## src/rtl/store_size_rmw.sv

```systemverilog
// Store-size unit: byte/half stores do a read-modify-write of the memory word, word stores write directly.
// Latency: word store done in cycle 2, byte/half done in cycle MEM_LAT+3 (cycle 0 = start sampled).
// Backpressure: none queued; start is only accepted in IDLE, busy flags the unit as occupied.
// Optional lane selection / alignment check: define STORE_SIZE_LANE_EN.
module store_size_rmw #(
  parameter int MEM_LAT = 1
) (
  input  logic        clk,
  input  logic        reset_n,
  input  logic        start,
  input  logic [1:0]  store_ctrl,
  input  logic [31:0] addr,
  input  logic [31:0] store_data,
  input  logic [31:0] mem_rd_data,
  output logic [31:0] mem_addr,
  output logic        mem_wr,
  output logic [31:0] mem_wr_data,
  output logic        busy,
  output logic        done,
  output logic        err
);

  typedef enum logic [2:0] {IDLE, READ, MERGE, WRITE, DONE} state_t;

  localparam logic [1:0] LAT = 2'(MEM_LAT);

  state_t      state;
  state_t      state_nxt;
  logic [1:0]  cnt;
  logic        half_q;
  logic [15:0] data_q;
  logic [31:0] merge_q;
  logic [31:0] merged;
  logic        is_word;
  logic        is_half;
  logic        misalign;

  // Word size dominates; 01 selects half, 00 selects byte.
  assign is_word = store_ctrl[1];
  assign is_half = ~store_ctrl[1] & store_ctrl[0];

`ifdef STORE_SIZE_LANE_EN
  logic [1:0] lane_q;
  logic       err_q;

  // Alignment is judged on the incoming request so a bad access can skip straight to DONE.
  always_comb begin
    misalign = 1'b0;
    if (is_word) misalign = |addr[1:0];
    else if (is_half) misalign = addr[0];
  end

  // Replace the addressed lane of the read word with the low-order store bits.
  always_comb begin
    merged = mem_rd_data;
    if (half_q) begin
      if (lane_q[1]) merged[31:16] = data_q;
      else           merged[15:0]  = data_q;
    end else begin
      case (lane_q)
        2'd0:    merged[7:0]   = data_q[7:0];
        2'd1:    merged[15:8]  = data_q[7:0];
        2'd2:    merged[23:16] = data_q[7:0];
        default: merged[31:24] = data_q[7:0];
      endcase
    end
  end
`else
  // Without lane selection every address is accepted as-is.
  always_comb begin
    misalign = 1'b0;
  end

  // Sub-word data always lands in the low lane of the read word.
  always_comb begin
    merged = mem_rd_data;
    if (half_q) merged[15:0] = data_q;
    else        merged[7:0]  = data_q[7:0];
  end
`endif

  // State register; reset forces IDLE at once, which also drops mem_wr combinationally.
  always_ff @(posedge clk or negedge reset_n) begin
    if (!reset_n) state <= IDLE;
    else          state <= state_nxt;
  end

  // Next-state and state-decoded outputs.
  always_comb begin
    state_nxt = state;
    busy      = 1'b1;
    mem_wr    = 1'b0;
    done      = 1'b0;
    err       = 1'b0;
    case (state)
      IDLE: begin
        busy = 1'b0;
        if (start) begin
          if (misalign)     state_nxt = DONE;
          else if (is_word) state_nxt = WRITE;
          else              state_nxt = READ;
        end
      end
      READ:  if (cnt == 2'd1) state_nxt = MERGE;
      MERGE: state_nxt = WRITE;
      WRITE: begin
        mem_wr    = 1'b1;
        state_nxt = DONE;
      end
      DONE: begin
        done      = 1'b1;
`ifdef STORE_SIZE_LANE_EN
        err       = err_q;
`endif
        state_nxt = IDLE;
      end
      default: state_nxt = IDLE;
    endcase
  end

  // Request latch, latency counter and merge register; all hold their values in IDLE.
  always_ff @(posedge clk or negedge reset_n) begin
    if (!reset_n) begin
      mem_addr <= 32'd0;
      half_q   <= 1'b0;
      data_q   <= 16'd0;
      merge_q  <= 32'd0;
      cnt      <= 2'd0;
`ifdef STORE_SIZE_LANE_EN
      lane_q   <= 2'd0;
      err_q    <= 1'b0;
`endif
    end else begin
      case (state)
        IDLE: begin
          if (start) begin
`ifdef STORE_SIZE_LANE_EN
            mem_addr <= {addr[31:2], 2'b00};
            lane_q   <= addr[1:0];
            err_q    <= misalign;
`else
            mem_addr <= addr;
`endif
            half_q   <= is_half;
            data_q   <= store_data[15:0];
            if (!is_word) cnt <= LAT;
            if (is_word && !misalign) merge_q <= store_data;
          end
        end
        READ:    cnt     <= cnt - 2'd1;
        MERGE:   merge_q <= merged;
        default: ;
      endcase
    end
  end

  assign mem_wr_data = merge_q;

endmodule
```

## config.mk

```make
export PLATFORM = sky130hd
export DESIGN_NAME = store_size_rmw
export DESIGN_NICKNAME = d
export VERILOG_FILES = /design/src/rtl/store_size_rmw.sv
export SDC_FILE = /design/constraint.sdc
export NUM_CORES = 1
export LEC_CHECK = 0
export ABC_AREA = 1
export CORE_MARGIN = 2
export CORE_UTILIZATION = 45
export CTS_BUF_LIST = sky130_fd_sc_hd__clkbuf_8
export DETAILED_ROUTE_END_ITERATION = 7
export GPL_TIMING_DRIVEN = 0
export PLACE_DENSITY = 0.84
export REMOVE_ABC_BUFFERS = 1
export SLEW_MARGIN = 25
export SYNTH_ARGS = -nofsm -noshare
export SYNTH_HDL_FRONTEND = slang
export SYNTH_SLANG_ARGS = --single-unit
```

## constraint.sdc

```tcl
create_clock -name clk -period 2.2 [get_ports clk]
set_clock_uncertainty 0.15 [all_clocks]
set_input_delay 0.44 -clock clk [delete_from_list [all_inputs] [get_ports clk]]
set_output_delay 0.44 -clock clk [all_outputs]
set_load 0.01 [all_outputs]
```

# ---- Yosys cells after proc, flatten, opt, wreduce, memory -nomap -nowiden
# Index checks and enable logic that the tools add are counted.
dict set report word_totals {
  out_inout_bits 68
  input_bits 101
  elab_cells 39
  reg_bits 86
}
dict set report classes {
  n_mux 14
  eq_ne 9
  addsub 1
  n_reduce_logical 7
  n_bitwise 2
}
# operator n
set ops {}
lappend ops {{2-to-1 mux 32 bit} 2}
lappend ops {{one-hot mux 32 bit (2 select lines)} 1}
lappend ops {{one-hot mux 3 bit (4 select lines)} 1}
lappend ops {{2-to-1 mux 8 bit} 1}
lappend ops {{!= test 2 bit (second input constant)} 4}
lappend ops {{equality test 3 x 2 -> 1 bit (second input constant)} 2}
lappend ops {{2-to-1 mux 2 bit} 3}
lappend ops {{2-to-1 mux 3 bit} 2}
lappend ops {{AND reduction 3 bit} 2}
lappend ops {{one-hot mux 2 bit (2 select lines)} 1}
lappend ops {{AND reduction 2 bit} 2}
lappend ops {{nonzero test 2 bit} 2}
lappend ops {{equality test 3 x 1 -> 1 bit (second input constant)} 1}
lappend ops {{equality test 3 bit (second input constant)} 1}
lappend ops {{zero test 3 bit} 1}
lappend ops {{2-to-1 mux 1 bit} 3}
lappend ops {{equality test 2 x 1 -> 1 bit (second input constant)} 1}
lappend ops {{subtractor 2 x 1 -> 2 bit (second input constant)} 1}
lappend ops {{AND 1 bit} 1}
lappend ops {{NOT 1 bit} 1}

# ---- Logic depth before layout (Yosys ltp)
dict set report depth {
  depth_word 3
  ltp_mapped 9
  ltp_nobuf 7
}

# ---- Least setup slack after synthesis
# No wires, ideal clock.
dict set report synth_path {
  kind {reg-to-output}
  startpoint {reg state[1]}
  endpoint {out done}
  path_stages_with_launch 4
  arrival_time_ps 1011
  path_slack_ps 599
  required_time_ps 1610
  n_path_buf 2
  path_cell_list {dfrtp_1 buf_4 clkbuf_1 nor3_1}
}
dict set report synth_between {
  elab_chain_cells 2
}
# element line_no
set synth_rtl {}
lappend synth_rtl {{start: declaration} 27} ;# state_t state;
lappend synth_rtl {{start signal: assignment} 85} ;# else state <= state_nxt;
lappend synth_rtl {{equality test 3 bit} 95} ;# case (state)
lappend synth_rtl {{2-to-1 mux 1 bit} 95}
lappend synth_rtl {{end: declaration} 19} ;# output logic done,
# Every way passes these cells.

# ---- Worst setup path in the final report
dict set report layout_path {
  startpoint {reg state[2]}
  endpoint {reg merge_q[13] (netlist: mem_wr_data[13])}
}
dict set report layout_between {
  elab_chain_cells 3
  elab_cells_between_ends 7
  classes_between {eq/ne: 3; mux: 1; reduce/logical: 3}
}
# element line_no
set layout_rtl {}
lappend layout_rtl {{equality test 3 x 2 -> 1 bit / zero test 3 bit (equally long branches)} 134} ;# case (state)
lappend layout_rtl {{nonzero test 2 bit (no line) / != test 2 bit (equally long branches)} -}
lappend layout_rtl {{AND reduction 3 bit (no line)} -}
lappend layout_rtl {{end signal: assignment} 147} ;# if (is_word && !misalign) merge_q <= store_data;
lappend layout_rtl {{end signal: assignment} 151} ;# MERGE: merge_q <= merged;
lappend layout_rtl {{end: declaration} 32} ;# logic [31:0] merge_q;
# Several ways; a longest one is shown, not always the timed one.
# A chain may end at the register's enable or synchronous reset.

==> metrics.log <==
[metrics] Starting Density: 0.459
[metrics] Syn Inst Count: 513
[metrics] leading cell type by number of instances after synthesis: nand2_1
[metrics] input/output buffers: roughly 160
[metrics] worst-skew pair later-pin latency: 0.34 ns
[metrics] overall die area: approximately 0.0095 mm2
[metrics] remaining routing DRC violations: 0
[metrics] ratio of routed vias to standard cells: just under 5
[metrics] largest area contributor in the netlist: dfrtp_1
[metrics] leftover overflow at the end of global routing: 0
[metrics] Final Setup Violations: 0
[metrics] worst slew slack as a fraction of its limit: 0.539
[metrics] maximum fanout count along the critical path: 33
[metrics] area taken by flip-flops and latches: 0.00216 mm2
[metrics] fill cell count: 715
[metrics] clock transition at the registers of the reported paths: 0.09 ns
[metrics] number of core rows: 34
[metrics] Crit path arrival time: 2.10 ns
[metrics] DRT antenna net count: 0
[metrics] PD cells: 1380 mW/mm2
[metrics] number of nets in the final layout: roughly 770
[metrics] cell types with the largest area share after synthesis: dfrtp_1 (55%), nand2_1 (33%), nand3_1 (3.4%), buf_6 (2.0%), buf_2 (1.9%)
[metrics] final core occ: 0.685
[metrics] H-tree level count: 3
[metrics] Final Power: 8.13 mW
[metrics] RD Place Congestion: 0.841
[metrics] final antenna diode count: 0
[metrics] Synth top area share: 0.546
[metrics] core region area: 0.00859 mm2
[metrics] FF-to-FF setup slack: 0.19 ns
[metrics] area of combinational cells with multiple inputs: 0.00158 mm2
[metrics] TritonCTS clock tree: done
[metrics] Die Height: 97.6 um
[metrics] count of cell types in the netlist: 25
[metrics] count of max-cap constraint violations: 0
[metrics] share of cells above drive strength 1: 0.0636
[metrics] Max Slew Vio Count: 0
[metrics] part of the cycle the worst path needs: 0.913
[metrics] pin count of the biggest net entering global routing: 74
[metrics] Final TNS setup: 0 ns
[metrics] critical path class: reg2reg
[metrics] post-DP HPWL: 7.00 mm
[metrics] type of origin of the critical path: flip-flop
[metrics] total iterations of the first detailed-routing run: 4
[metrics] clock net sink count: 86
[metrics] Syn Area/Cell: 7.68 um2
[metrics] Worst IR Drop VDD: between 0.0006 and 0.0007 V
[metrics] number of I/O pins: 169
[metrics] required time at the worst-slack endpoint: between 2 and 2.5 ns
[metrics] transition time of the tightest slew-check pin: 0.691 ns
[metrics] synth cell count leaders: nand2_1 (343), dfrtp_1 (86), nand3_1 (27)
[metrics] number of synthesized flops with an enable pin: 0
[metrics] number of global-route vias before repair: 3,944
[metrics] prevailing post-synth register cell: dfrtp_1
[metrics] Total GRT Usage: 0.241
[metrics] cell at the root of the clock tree: clkbuf_8
[metrics] layout overhead on the synthesized area: 49.4%
[metrics] wire length of the first global-routing pass: 18.8 mm
[metrics] part of the Yosys area used for sequential elements: 0.546
[metrics] Fin. Hold Viols: 0
[metrics] Yosys Warn Count: 0
[metrics] status: finished clean
[metrics] share of the synthesized netlist area taken by xor and xnor gates: 0
[metrics] share of the synthesized area in compound gates (AO/OA/AOI/OAI): 0.00603
[metrics] number of buffers created by CTS: 9
[metrics] Seq cells post-synth: 86
[metrics] count of vias placed by the detailed router: about 3,800
[metrics] synthesized-area fraction occupied by and/or/nand/nor cells: 0.385
[metrics] total wirelength of the detailed-routed design: 11.1 mm
[metrics] RSZ-0062 raised after global routing: false
[metrics] standby leakage power: 3.05 nW
[metrics] Wirelength per Cell: 14.1 um
[metrics] maximum number of buffers from clock root to sink: 2
[metrics] sort of element at the end of the critical path: flip-flop
[metrics] worst min-delay path category: in2async
[metrics] ys async rst share: 1.00
[metrics] Die Wd: a little under 100 um
[metrics] detailed router's first-iteration violation count: 164
[metrics] fraction of synthesized area in multiplexers: 0
[metrics] total standard cell area after synthesis: 0.00394 mm2
[metrics] final critical path time including I/O delays and setup: 2.01 ns
[metrics] antenna violations before repair: 0
[metrics] timing-limited maximum frequency: 0.498 GHz
[metrics] fraction of the mapped netlist area in adder cells: 0.00318
[metrics] main combinational cell family by area after synthesis: simple AND/OR/NAND/NOR gates
==> layout make-up <==
cell class,count,area share
Sequential cell,86,0.367
Multi-Input combinational cell,391,0.268
Clock inverter,6,0.0119
Timing Repair Buffer,172,0.298
Inverter,11,0.00829
Clock buffer,10,0.0234
Tap cell,108,0.0230
==> flip-flops by register name, indices dropped and copies added, names as in the netlist <==
register and flops:
cnt 2, data_q 16, half_q 1, mem_addr 32, mem_wr_data 32, state 3
==> metal layers <==
| layer | global-route usage | part of all wire |
|---|---|---|
| met5 | 0 | 0 |
| met1 | 0.308 | 0.43 |
| met2 | 0.401 | 0.48 |
| met4 | 0.0737 | 0.016 |
| met3 | 0.0662 | 0.071 |
==> final timing paths <==
check	to	cells past startpoint	start
worst min register to register	data_q[0]$_DFFE_PN0P_	2	data_q[0]$_DFFE_PN0P_
worst max register to register	mem_wr_data[13]$_DFFE_PN0P_	8	state[2]$_DFFE_PN0P_
worst min-delay path	mem_addr[29]$_DFFE_PN0P_	2	reset_n
min in group clk	data_q[0]$_DFFE_PN0P_	2	data_q[0]$_DFFE_PN0P_
worst max-delay path	mem_wr_data[13]$_DFFE_PN0P_	8	state[2]$_DFFE_PN0P_
max in group asynchronous	state[1]$_DFFE_PN0P_	3	reset_n
==> metrics by stage <==
stage               hold WS, ns  cell area (um2)  instances  setup slack, ns
finish                    0.324             5890        784            0.191
global placement          0.303             5480        753            -2.56
global route              0.316             5890        784           0.0416
CTS                       0.312             5860        782         0.000135
floorplan              -0.00559             3760        486           -0.569
detailed placement        0.126             5540        755           -0.608
==> cells in the final DEF (no fill, tap or decap) <==
| cell type | n |
|---|---|
| dlygate4sd3_1 | 1 |
| nor2_2 | 2 |
| nand4_1 | 1 |
| clkdlybuf4s50_1 | 155 |
| buf_16 | 2 |
| dfrtp_4 | 1 |
| nor3_1 | 3 |
| nor2_1 | 2 |
| ha_1 | 1 |
| inv_4 | 3 |
| inv_6 | 1 |
| dfrtp_2 | 2 |
| nor2_4 | 2 |
| o2bb2ai_1 | 1 |
| nand3_4 | 1 |
| nand3b_1 | 1 |
| buf_4 | 8 |
| conb_1 | 1 |
| nand2_2 | 1 |
| buf_6 | 2 |
| dlymetal6s2s_1 | 3 |
| clkinv_4 | 1 |
| clkbuf_8 | 10 |
| inv_1 | 7 |
| dfrtp_1 | 83 |
| nand2_4 | 2 |
| bufinv_16 | 1 |
| a21oi_1 | 1 |
| o21ai_0 | 2 |
| clkinvlp_4 | 3 |
| nand2_1 | 343 |
| buf_12 | 1 |
| nand3_1 | 27 |
| clkinv_1 | 1 |
==> timing repair <==
item	in CTS	in global routing
hold buffers	1	0
endpoints found under the setup margin	84	16
resized for setup	5	4
endpoints found under the hold margin	13	0
setup buffers	9	1
pin swaps	1	1
cloned	1	1
==> cells by family after synthesis <==
family,Yosys count
AND/OR/NAND/NOR,383
flip-flops,86
buffers and inverters,38
AO/OA/AOI/OAI,4
adder cells (fa/ha/maj),1
other,1
==> power breakdown <==
part           internal, mW  switching, mW  total (mW)
clock network         0.562          0.573        1.13
logic                  1.93           2.26        4.18
registers              2.36          0.452        2.81
total                  4.85           3.28        8.13
==> critical path: stages (launching register included) <==
cell	delay, ns
dfrtp_2	0.45
nor2_4	0.20
buf_12	0.14
buf_4	0.13
nand3_4	0.09
nand2_4	0.33
inv_4	0.23
nand2_1	0.13
nand2_1	0.05
Power figures use the tool's default switching activity.
==> RTL change 1, RTL diff (same settings) <==
The 5 states of `state_t` get a one-hot encoding in 5 bits.
--- a/src/rtl/store_size_rmw.sv
+++ b/src/rtl/store_size_rmw.sv
@@ -22,3 +22,3 @@
 
-  typedef enum logic [2:0] {IDLE, READ, MERGE, WRITE, DONE} state_t;
+  typedef enum logic [4:0] {IDLE = 5'b00001, READ = 5'b00010, MERGE = 5'b00100, WRITE = 5'b01000, DONE = 5'b10000} state_t;
 
Check against the original RTL: no difference found for any inputs over 4 cycles, from zero or initial values and one cycle with reset_n low; so few cycles prove little.
==> RTL change 1 against the original RTL <==
- largest power group unchanged
- register-to-register slack got worse by 0.07 ns
- critical path depth decreased by 3
- total power increased by 0.40%
- critical path type is now input port to flop
- wire length grew 15%
- maximum frequency decreased by 6.3%
- die area grew 4.3%
- final area grew 3.9%
- area after synthesis is 4.5% higher
- sequential cell count is 2 higher
- setup slack got worse by 0.14 ns
==> RTL change 1: results (changes against the original RTL) <==
largest net degree at the start of global routing - 49 (was 74)
Arrival @ worst endpoint - 2.24 ns (was 2.10 ns)
GP Congestion - 0.809 (was 0.841)
Hold WC Path Type - flop to flop (was input port to async pin)
ys async rst share - 1.00 (unchanged)
vias per inst - 5.12 (was 4.83)
Total Nets Final - 789 (was 773)
vias in the first global route - 4,226 (was 3,944)
number of fill cells in the layout - 707 (was 715)
top post-synthesis cells by count - nand2_1, dfrtp_1, nand3_1 (unchanged)
DP Wirelength - 7.60 mm (was 7.00 mm)
Initial DRC Count - 174 (was 164)
P_leak - 3.09 nW (was 3.05 nW)
Synth cell types - 23 (was 25)
clk_lat worst skew - 0.36 ns (was 0.34 ns)
Placed Cells incl. Taps - 764 (was 755)
maximum VDD drop - 0.654 mV (was 0.653 mV)
share of cells above drive strength 1 - 0.0824 (was 0.0636)
GRT Total Usage - 0.260 (was 0.241)
Final Non-Filler Cells - 800 (was 784)
CP max FO - 18 (was 33)
Pre-Repair DR Iteration Count - 4 (unchanged)
R2R depth - 7 (was 8)
outcome - completed (unchanged)
post-synthesis sequential area ratio - 0.535 (was 0.546)
synth top area cells - dfrtp_1, nand2_1, nand3_1, nand4_1, buf_2 (was dfrtp_1, nand2_1, nand3_1, buf_6, buf_2)
Mean Syn Cell Area - 7.81 um2 (was 7.68 um2)
clk root buf - clkbuf_8 (unchanged)
first-pass GRT wire length - 20.4 mm (was 18.8 mm)
CP max-delay cell - nand4_2 (was dfrtp_2)
Slew headroom - 0.508 (was 0.539)
CP peak stage delay - 0.63 ns (was 0.45 ns)
per-cell routed wire length - 15.9 um (was 14.1 um)
Port Buffers - 159 (unchanged)
## RTL change 1: changes by cell type after synthesis, moves of 2 or more
cell / change
nor2_4: +4
nor3_1: -2
inv_1: +4
nand2_1: -40
nand3_1: +17
buf_6: -3
inv_2: +2
nand3_2: +2
nand4_1: +26
inv_4: -2
buf_2: +5
clkbuf_1: +2
## RTL change 1: final timing paths
check | startpoint | end | slack, ns
max | start | mem_wr_data[28] | 0.06
min | data_q[5] | data_q[5] | 0.33
max reg2reg | state[0] | mem_wr_data[28] | 0.12
min reg2reg | data_q[5] | data_q[5] | 0.33
max in group asynchronous | reset_n | mem_wr_data[0] | 0.93
min in group asynchronous | reset_n | mem_addr[1] | 0.40
## RTL change 1: per-stage QoR
step | TNS (ns) | instance area [um2] | setup WS (ns)
floorplan | -17.17 | 3940 | -0.507
global placement | -326.00 | 5660 | -2.61
detailed placement | -102.25 | 5690 | -1.78
CTS | 0 | 6040 | 0.000356
global route | 0 | 6120 | 0.0167
finish | 0 | 6120 | 0.0559
## RTL change 1: timing repair
item / CTS / global route
hold buffers: 1 / 0
setup endpoints to repair: 85 / 83
gates resized for setup: 16 / 4
pin swaps: 7 / 5
gates cloned: 5 / 1
buffers inserted: 7 / 6
endpoints found under the hold margin: 43 / 0
## RTL change 1: cells by family after synthesis
kind of cell    synth area share
compound gates           0.00365
fa+ha+maj                0.00304
other cells             0.000911
flops                      0.535
simple gates               0.400
buf+inv                   0.0571
## RTL change 1: per-layer routing
layer	vias to the layer above	part of all wire	GRT usage	routed length [um]
li1	1981	-	-	-
met1	1916	0.40	0.308	5070
met2	174	0.49	0.445	6250
met3	21	0.092	0.0829	1170
met4	0	0.018	0.0969	226
met5	-	0	0	0
## RTL change 1: layout make-up
type	count	share of cell area
Tap cell	108	0.0221
Sequential cell	88	0.361
Clock buffer	9	0.0202
Inverter	15	0.0100
Clock inverter	7	0.0104
Multi-Input combinational cell	399	0.295
Timing Repair Buffer	174	0.282
## RTL change 1: power by group
group / internal (mW) / leakage, nW / switching, mW
logic: 1.85 / 1.91 / 2.35
registers: 2.40 / 1.09 / 0.485
clock network: 0.436 / 0.0903 / 0.640
## RTL change 1: worst min-delay path, stage by stage (launching register included)
cell	delay (ns)
dfrtp_1	0.35
nand2_1	0.05
nand2_1	0.05
==> RTL change 2, RTL diff (same settings) <==
Without the edit above. Build with the macro `STORE_SIZE_LANE_EN` defined.
--- a/src/rtl/store_size_rmw.sv
+++ b/src/rtl/store_size_rmw.sv
@@ -4,2 +4,4 @@
 // Optional lane selection / alignment check: define STORE_SIZE_LANE_EN.
+`define STORE_SIZE_LANE_EN
+
 module store_size_rmw #(
Function: changed (Yosys sat finds a counterexample within 4 cycles, from zero or initial values and one cycle with reset_n low).
==> RTL change 2 against the original RTL <==
- area after synthesis grew 22%
- setup slack lost 0.067 ns
- critical path depth fell by 5
- wire length rose by 44%
- sequential power grew 12%
- total power is 9.2% higher
- combinational power is 10% higher
- final area rose by 15%
- sequential cell count up 1
- core utilization fell by 3.0 points
- critical path type is now flop to output pin
- largest power group unchanged
==> RTL change 2: results (changes against the original RTL) <==
initial antenna violation count - 0 (unchanged)
outcome - completed (unchanged)
kind of cell adding the most delay to the critical path - flip-flops (was simple AND/OR/NAND/NOR gates)
Arrival @ worst endpoint - 1.49 ns (was 2.10 ns)
synth top area cells - dfrtp_1, nand2_1, nand3_1, nand4_1, nor2_1 (was dfrtp_1, nand2_1, nand3_1, buf_6, buf_2)
Port Buffers - 166 (was 159)
clk buf depth - 2 (unchanged)
met2 Use GR - 0.471 (was 0.401)
cts hold-fix bufs - 1 (unchanged)
Initial DRC Count - 513 (was 164)
clk_lat worst skew - 0.36 ns (was 0.34 ns)
post-synthesis sequential area ratio - 0.454 (was 0.546)
share of cells above drive strength 1 - 0.0717 (was 0.0636)
GP Congestion - 0.849 (was 0.841)
Hold WC Path Type - flop to flop (was input port to async pin)
maximum VDD drop - 0.822 mV (was 0.653 mV)
GR Util met3 - 0.0956 (was 0.0662)
vias per inst - 5.56 (was 4.83)
antenna diode count - 0 (unchanged)
Slew headroom - 0.442 (was 0.539)
Placed Cells incl. Taps - 917 (was 755)
RR Startpoint - state[0] (was state[2])
per-cell routed wire length - 16.9 um (was 14.1 um)
Hold EP - mem_addr[13]
R2R depth - 6 (was 8)
Final Non-Filler Cells - 945 (was 784)
P_leak - 3.15 nW (was 3.05 nW)
Primary FF master, synth - dfrtp_1 (unchanged)
Pre-Repair DR Iteration Count - 6 (was 4)
first-pass GRT wire length - 25.2 mm (was 18.8 mm)
dpl ws - -0.890 ns (was -0.608 ns)
Largest register FFs - 32
Synth cell types - 24 (was 25)
vias in the first global route - 5,242 (was 3,944)
Worst-path clk slew - 0.08 ns
synthesized netlist cell count - 657 (was 513)
Hold WS - 0.337 ns (was 0.324 ns)
ys async rst share - 1.00 (unchanged)
largest net degree at the start of global routing - 62 (was 74)
CP max FO - 7 (was 33)
RR Endpoint - mem_wr_data[31] (was mem_wr_data[13])
placed inst area - 0.00641 mm2 (was 0.00554 mm2)
DP Wirelength - 10.0 mm (was 7.00 mm)
number of gates resized after CTS - 13 (was 5)
Total Nets Final - 908 (was 773)
top post-synthesis cells by count - nand2_1, nand3_1, dfrtp_1 (was nand2_1, dfrtp_1, nand3_1)
met1 Track Usage GR - 0.329 (was 0.308)
R2R Setup Slk - 0.15 ns (was 0.19 ns)
GRT Total Usage - 0.282 (was 0.241)
RTL change 2: cell types whose count changed after synthesis, sizes merged, moves of 5 or more:
cell    unedited run  this run
a21oi              1        16
buf               25        30
clkbuf             2        14
inv               10        24
nand2            346       264
nand3             28       157
nand4              1        16
nor2               4        27
o21ai              2        16
RTL change 2: cells by family (layout without fill, tap and decap cells):
family	after synthesis	count (layout)	share of synthesized area
flops	87	87	0.454
other cells	1	2	0.000782
fa+ha+maj	1	1	0.00261
simple gates	468	472	0.435
buf+inv	68	215	0.0741
compound gates	32	32	0.0334
RTL change 2: area by class of cell:
cell class | count | area (um2)
flip-flops and latches | 87 | 2180
fillers | 822 | 3560
repair buffers | 177 | 1790
clock buffers | 10 | 138
multi-input cells | 507 | 2330
inverters | 24 | 104
clock inverters | 4 | 47.5
well taps | 136 | 170
RTL change 2: worst reg2reg max path, delay by kind of cell (launching register included):
family                 cells  cell delay [ns]
buffers and inverters      3             0.68
AND/OR/NAND/NOR            3             0.68
flip-flops                 1             0.46
RTL change 2: worst max-delay path by stage:
stage                   from               to  slack (ns)  cells after the start
CTS                    start  mem_wr_data[29]        0.07                      6
global route        state[0]  mem_wr_data[20]        0.02                      6
floorplan           state[2]   mem_wr_data[0]       -0.08                      5
finish              state[0]             busy        0.12                      3
detailed placement     start  mem_wr_data[29]       -0.89                      6
global placement     reset_n   mem_wr_data[2]       -2.68                      1
RTL change 2: power by group:
| group | switching, mW | internal [mW] |
|---|---|---|
| registers | 0.784 | 2.38 |
| clock network | 0.562 | 0.540 |
| logic | 2.57 | 2.04 |
| total | 3.91 | 4.96 |
RTL change 2: layer usage:
layer  wire [um]  part of all wire
met5           0                 0
met4         487             0.031
met2        7530              0.47
met3        1710              0.11
met1        6230              0.39
